--- config.mk ---
export PLATFORM = sky130hd
export DESIGN_NAME = pipe_hazard_ctrl
export DESIGN_NICKNAME = d
export VERILOG_FILES = /design/src/rtl/pipe_ctrl_pkg.sv /design/src/rtl/stall_prio_mask.sv /design/src/rtl/pipe_hazard_ctrl.sv
export SDC_FILE = /design/constraint.sdc
export NUM_CORES = 1
export LEC_CHECK = 0
export CAP_MARGIN = 10
export CORE_ASPECT_RATIO = 0.7
export CORE_MARGIN = 5
export CORE_UTILIZATION = 35
export DETAILED_ROUTE_END_ITERATION = 8
export HOLD_SLACK_MARGIN = 0.08
export SLEW_MARGIN = 10
export SYNTH_ARGS = -nofsm -noshare
export SYNTH_HDL_FRONTEND = slang
export SYNTH_HIERARCHICAL = 1
export SYNTH_SLANG_ARGS = --single-unit
--- constraint.sdc ---
create_clock -name clk -period 2 [get_ports clk]
set_clock_uncertainty 0.05 [all_clocks]
set_input_delay 0.3 -clock clk [delete_from_list [all_inputs] [get_ports clk]]
set_output_delay 0.3 -clock clk [all_outputs]
set_load 0.05 [all_outputs]
--- src/rtl/pipe_ctrl_pkg.sv ---
// Shared constants and FSM encoding for the pipeline hazard controller.
package pipe_ctrl_pkg;

    localparam int unsigned NSTAGE_DEF     = 6;
    localparam int unsigned FLUSH_HOLD_DEF = 2;
    localparam int unsigned WDOG_LIMIT_DEF = 1023;
    // Wide enough for the largest supported flush hold (15)
    localparam int unsigned HOLD_W         = 4;

    typedef enum logic [1:0] {
        ST_RUN   = 2'd0,
        ST_STALL = 2'd1,
        ST_FLUSH = 2'd2
    } pipe_state_e;

endpackage

--- src/rtl/stall_prio_mask.sv ---
// Priority stall mask: every stage at or below the highest requester holds,
// and the stage just above it takes a bubble.
module stall_prio_mask
    import pipe_ctrl_pkg::*;
#(
    parameter int unsigned NSTAGE = NSTAGE_DEF
) (
    input  logic [NSTAGE-1:0] stall_req,
    output logic [NSTAGE-1:0] stall_c,
    output logic [NSTAGE-1:0] bubble_c
);

    always_comb begin
        stall_c  = '0;
        bubble_c = '0;
        // A stage holds if it or any younger-indexed-above stage requests
        for (int k = 0; k < int'(NSTAGE); k++) begin
            stall_c[k] = |(stall_req >> k);
        end
        for (int k = 1; k < int'(NSTAGE); k++) begin
            bubble_c[k] = stall_c[k-1] & ~stall_c[k];
        end
    end

endmodule

--- src/rtl/pipe_hazard_ctrl.sv ---
// Pipeline stall/flush controller with stall watchdog.
// Optional performance counters are enabled with macro PIPE_HAZARD_PERF_EN.
module pipe_hazard_ctrl
    import pipe_ctrl_pkg::*;
#(
    parameter int unsigned NSTAGE     = NSTAGE_DEF,
    parameter int unsigned FLUSH_HOLD = FLUSH_HOLD_DEF,
    parameter int unsigned WDOG_LIMIT = WDOG_LIMIT_DEF
) (
    input  logic              clk,
    input  logic              rst,
    input  logic [NSTAGE-1:0] stall_req,
    input  logic              flush_i,
    output logic [NSTAGE-1:0] stall_o,
    output logic [NSTAGE-1:0] bubble_o,
    output logic              flush_o,
    output logic              wdog_o,
    output logic [1:0]        state_o
`ifdef PIPE_HAZARD_PERF_EN
    ,
    output logic [31:0]       perf_stall_cyc,
    output logic [31:0]       perf_flush_cnt
`endif
);

    localparam int unsigned WDOG_W = $clog2(WDOG_LIMIT + 1);

    pipe_state_e       state;
    pipe_state_e       state_nxt;
    logic [HOLD_W-1:0] hold_cnt;
    logic [HOLD_W-1:0] hold_nxt;
    logic [WDOG_W-1:0] wdog_cnt;
    logic [WDOG_W-1:0] wdog_nxt;
    logic [NSTAGE-1:0] mask_c;
    logic [NSTAGE-1:0] bub_c;
    logic              flush_c;
    logic              stall_any;

    stall_prio_mask #(
        .NSTAGE(NSTAGE)
    ) u_mask (
        .stall_req(stall_req),
        .stall_c  (mask_c),
        .bubble_c (bub_c)
    );

    // State register
    always_ff @(posedge clk or posedge rst) begin
        if (rst) begin
            state <= ST_RUN;
        end else begin
            state <= state_nxt;
        end
    end

    // Next state and flush hold counter; a flush request always wins
    always_comb begin
        state_nxt = state;
        hold_nxt  = hold_cnt;
        case (state)
            ST_RUN, ST_STALL: begin
                state_nxt = (stall_req != '0) ? ST_STALL : ST_RUN;
            end
            ST_FLUSH: begin
                if (hold_cnt == '0) begin
                    state_nxt = ST_RUN;
                end else begin
                    hold_nxt = hold_cnt - HOLD_W'(1);
                end
            end
            default: begin
                state_nxt = ST_RUN;
            end
        endcase
        if (flush_i) begin
            state_nxt = ST_FLUSH;
            hold_nxt  = HOLD_W'(FLUSH_HOLD - 1);
        end
    end

    // Outputs: flush masks stall/bubble, reset masks everything
    always_comb begin
        flush_c  = 1'b0;
        stall_o  = '0;
        bubble_o = '0;
        state_o  = state;
        if (!rst) begin
            flush_c = flush_i | (state == ST_FLUSH);
            if (!flush_c) begin
                stall_o  = mask_c;
                bubble_o = bub_c;
            end
        end
        flush_o = flush_c;
    end

    assign stall_any = |stall_o;

    // Saturating count of consecutive stall cycles
    always_comb begin
        wdog_nxt = '0;
        if (stall_any) begin
            wdog_nxt = (wdog_cnt == WDOG_W'(WDOG_LIMIT)) ? wdog_cnt : wdog_cnt + WDOG_W'(1);
        end
    end

    always_ff @(posedge clk or posedge rst) begin
        if (rst) begin
            hold_cnt <= '0;
            wdog_cnt <= '0;
            wdog_o   <= 1'b0;
        end else begin
            hold_cnt <= hold_nxt;
            wdog_cnt <= wdog_nxt;
            wdog_o   <= wdog_o | (wdog_nxt == WDOG_W'(WDOG_LIMIT));
        end
    end

`ifdef PIPE_HAZARD_PERF_EN
    // Flush events count only entries into FLUSH, not re-triggers inside it
    always_ff @(posedge clk or posedge rst) begin
        if (rst) begin
            perf_stall_cyc <= '0;
            perf_flush_cnt <= '0;
        end else begin
            if (stall_any) begin
                perf_stall_cyc <= perf_stall_cyc + 32'd1;
            end
            if (flush_i && (state == ST_RUN || state == ST_STALL)) begin
                perf_flush_cnt <= perf_flush_cnt + 32'd1;
            end
        end
    end
`endif

endmodule

==> flow_summary_export.csv <==
group,metric,value,unit
clocking,ctsHtreeMaxLevel,1,
clocking,clk_latency,0.26,ns
clocking,cts_tree,"yes",
finish,multi_input_area,712,sq um
global_route,antenna_found_initial,0,
place,place_area,1650,sq um
sta,relSlewSlack,56.9,%
critical_path,cp-end-kind,"flop",
detailed_routing,wl_per_cell,14.4,um
detailed_routing,post-route-drc-count,0,
critical_path,cp_num_cells,8,
place,dp_hpwl,2320,um
global_route,global_route.overflow_total,0,
synthesis,synthesis.area,1150,sq um
synthesis,syn_nets,145,
finish,diodes,0,
finish,design_area,1730,sq um
critical_path,cp_top_family,"simple AND/OR/NAND/NOR gates",
clocking,clk_pin_slew,0.07,ns
synthesis,ys_types,42,
place,place.gp.congestion,0.819,
sta,tns,0,ns
floorplan,die_area,4550,sq um
sta,timing_hold_violations_final,0,
detailed_routing,drt_iter0_markers,42,
run,maxCapViolCount,0,
clocking,cts_buffer_depth,2,
detailed_routing,drt_wl_total,3010,um
detailed_routing,drtPass1Iterations,4,
sta,final.min_clock_period,1.86,ns
floorplan,fp.coreArea,3150,sq um
clocking,clock-sinks,17,
clocking,cts_made_buffers,3,
critical_path,critPathLaunchType,"primary input",
clocking,root_buffer,"clkbuf_8",
floorplan,die_height,57.9,um
synthesis,ys_warn_count,6,
finish,final_nets,184,
synthesis,ys_seq_elements,17,
finish,ff_latch_area,425,sq um
critical_path,max_stage_delay,0.53,ns
sta,finalMaxSlewViolations,0,
sta,fmax,0.536,GHz
detailed_routing,detail-route-antenna-nets,0,
floorplan,start_util,36.5,%
global_route,grt_max_degree,18,
sta,finalCritPeriodShare,93.2,%
critical_path,r2r_cells,6,
power_and_ir_drop,p_leak,0.766,nW
critical_path,r2r_end,"wdog_o$_DFF_PP0_",
worst_hold_path,min_path_cells,1,
global_route,grt.total_usage,14.3,%
finish,final_layout_size_suffix_gt1_share,35.1,%
synthesis,syn_avg_cell_area,8.64,sq um
critical_path,cp_slowest_cell,"or4_4",
sta,setup_viol_count_final,0,
critical_path,r2r-start,"wdog_cnt[1]$_DFF_PP0_",
critical_path,critPathKind,"in2reg",
detailed_routing,via_per_inst,5.19,
sta,tightest_slew,0.646,ns
critical_path,crit_chain,"dlygate4sd2_1, buf_6, nor2_4, nand2_1, or4_4, o31ai_4, nor2_2, a41o_1",
power_and_ir_drop,p_total,1.35,mW
synthesis,seq_area_frac_synth,37.0,%
floorplan,fp.dieW,78.5,um
synthesis,synth_edf_count,0,
floorplan,io_pins,25,
finish,stdcell_count,209,
worst_hold_path,hp-start,"state_o[1]$_DFFE_PP0P_",
floorplan,rows,17,
critical_path,regToRegSetupSlack,0.16,ns
worst_hold_path,hp-class,"reg2reg",
worst_hold_path,whs_endpoint,"state_o[0]$_DFFE_PP0P_",
critical_path,critPathMaxFanout,4,
synthesis,synth_flop_cell,"dfrtp_1",
place,dp.cells,204,
synthesis,async_reset_ff_share,100,%
critical_path,cp.arrival,1.96,ns
place,io_buffers,23,
status,outcome,"complete, no violations",
finish,nFillCells,297,
detailed_routing,vias,1084,
power_and_ir_drop,p_per_area,784,nW/um^2
global_route,grt_pass1_vias,1029,
critical_path,cp_num_buf_inv,2,
sta,whs,0.424,ns
power_and_ir_drop,peakVddDrop,0.265,mV
global_route,grt_pass1_wl,5120,um
finish,area_growth,50.3,%
critical_path,cp_data_required_time,2.10,ns
synthesis,synthCells,133,
[synth_stat cells (2+ instances only)]
master	count	area, sq um
nor3_1	7	35.0
nor2_2	2	12.5
a31oi_1	2	12.5
buf_4	2	15.0
buf_2	3	15.0
xor2_1	3	26.3
nand2_1	8	30.0
dfrtp_1	17	425
nor2_1	21	78.8
and3_1	3	18.8
inv_1	6	22.5
nor2b_1	2	12.5
nand3_1	4	20.0
nand4_1	2	12.5
a211oi_1	4	30.0
xnor2_1	3	26.3
ha_1	3	37.5
mux2i_1	3	30.0
and2_1	13	81.3
a21oi_1	3	15.0
[worst max-delay path by stage]
stage | from | to | slack (ns)
floorplan | stall_req[5] | wdog_o$_DFF_PP0_ | 0.001
global placement | stall_req[5] | wdog_o$_DFF_PP0_ | -0.42
detailed placement | stall_req[5] | wdog_o$_DFF_PP0_ | -0.50
CTS | stall_req[1] | wdog_o$_DFF_PP0_ | 0.003
global route | wdog_cnt[4]$_DFF_PP0_ | wdog_o$_DFF_PP0_ | -0.02
finish | stall_req[3] | wdog_o$_DFF_PP0_ | 0.14
[sequential cells by signal (all words and copies together) (netlist names)]
register  flops
wdog_cnt     10
hold_cnt      4
state_o       2
wdog_o        1
[layout by cell type, fill, tap and decap left out, types with 2 or more instances in the layout]
| cell | instances |
|---|---|
| a31oi_1 | 2 |
| inv_1 | 6 |
| xnor2_1 | 3 |
| nor2_1 | 19 |
| xor2_1 | 3 |
| nand3_1 | 4 |
| and3_1 | 3 |
| and2_2 | 10 |
| buf_12 | 12 |
| nor3_1 | 6 |
| nor2b_1 | 2 |
| ha_1 | 3 |
| buf_4 | 16 |
| clkdlybuf4s50_1 | 6 |
| a21oi_1 | 3 |
| nand2_1 | 8 |
| nor2_2 | 3 |
| a211oi_1 | 4 |
| mux2i_1 | 3 |
| clkbuf_2 | 2 |
| dfrtp_1 | 17 |
| clkbuf_8 | 3 |
| nand4_1 | 2 |
| and2_1 | 3 |
[area by class of cell]
type                       instances  area share (%)
clock buffer                       3            2.39
sequential                        17            24.6
multi-input combinational        104            41.2
clock inverter                     1           0.290
timing repair buffer              40            27.4
inverter                           6            1.30
tap                               38            2.75
[cells by family after synthesis]
family / after synthesis / share of synthesized area (%)
simple gates: 75 / 35.6
flops: 17 / 37.0
compound gates: 16 / 11.7
buf+inv: 12 / 4.90
xor+xnor: 6 / 4.58
fa+ha+maj: 3 / 3.27
mux: 3 / 2.61
other cells: 1 / 0.326
[routing by layer]
metal  part of all wire, %  vias to the layer above  global-route usage [%]
met5                     0                        -                       0
met4                   1.6                        0                    2.99
met3                   4.5                        6                    3.42
met2                    46                       26                    23.0
met1                    48                      516                    19.5
li1                      -                      536                       -
[what timing repair did]
action / in CTS / in global routing
gates resized for setup: 8 / 10
pin swaps: 6 / 3
hold buffers: 0 / 0
setup endpoints to repair: 16 / 10
buffers inserted: 1 / 0
hold endpoints to repair: 0 / 0
[per-stage QoR]
stage               util (%)  worst slack, ns
floorplan                  -         0.000955
global placement        52.4           -0.421
detailed placement      52.4           -0.503
CTS                     54.3          0.00296
global route            54.8          -0.0166
finish                  54.8            0.135
[report_power, final]
part | total (mW) | internal (mW) | switching [mW] | leakage, nW
clock network | 0.264 | 0.138 | 0.125 | 0.0255
logic | 0.649 | 0.292 | 0.358 | 0.512
registers | 0.441 | 0.398 | 0.0424 | 0.228
total | 1.35 | 0.828 | 0.525 | 0.766
Note: power is estimated with default switching activity, not from simulation.
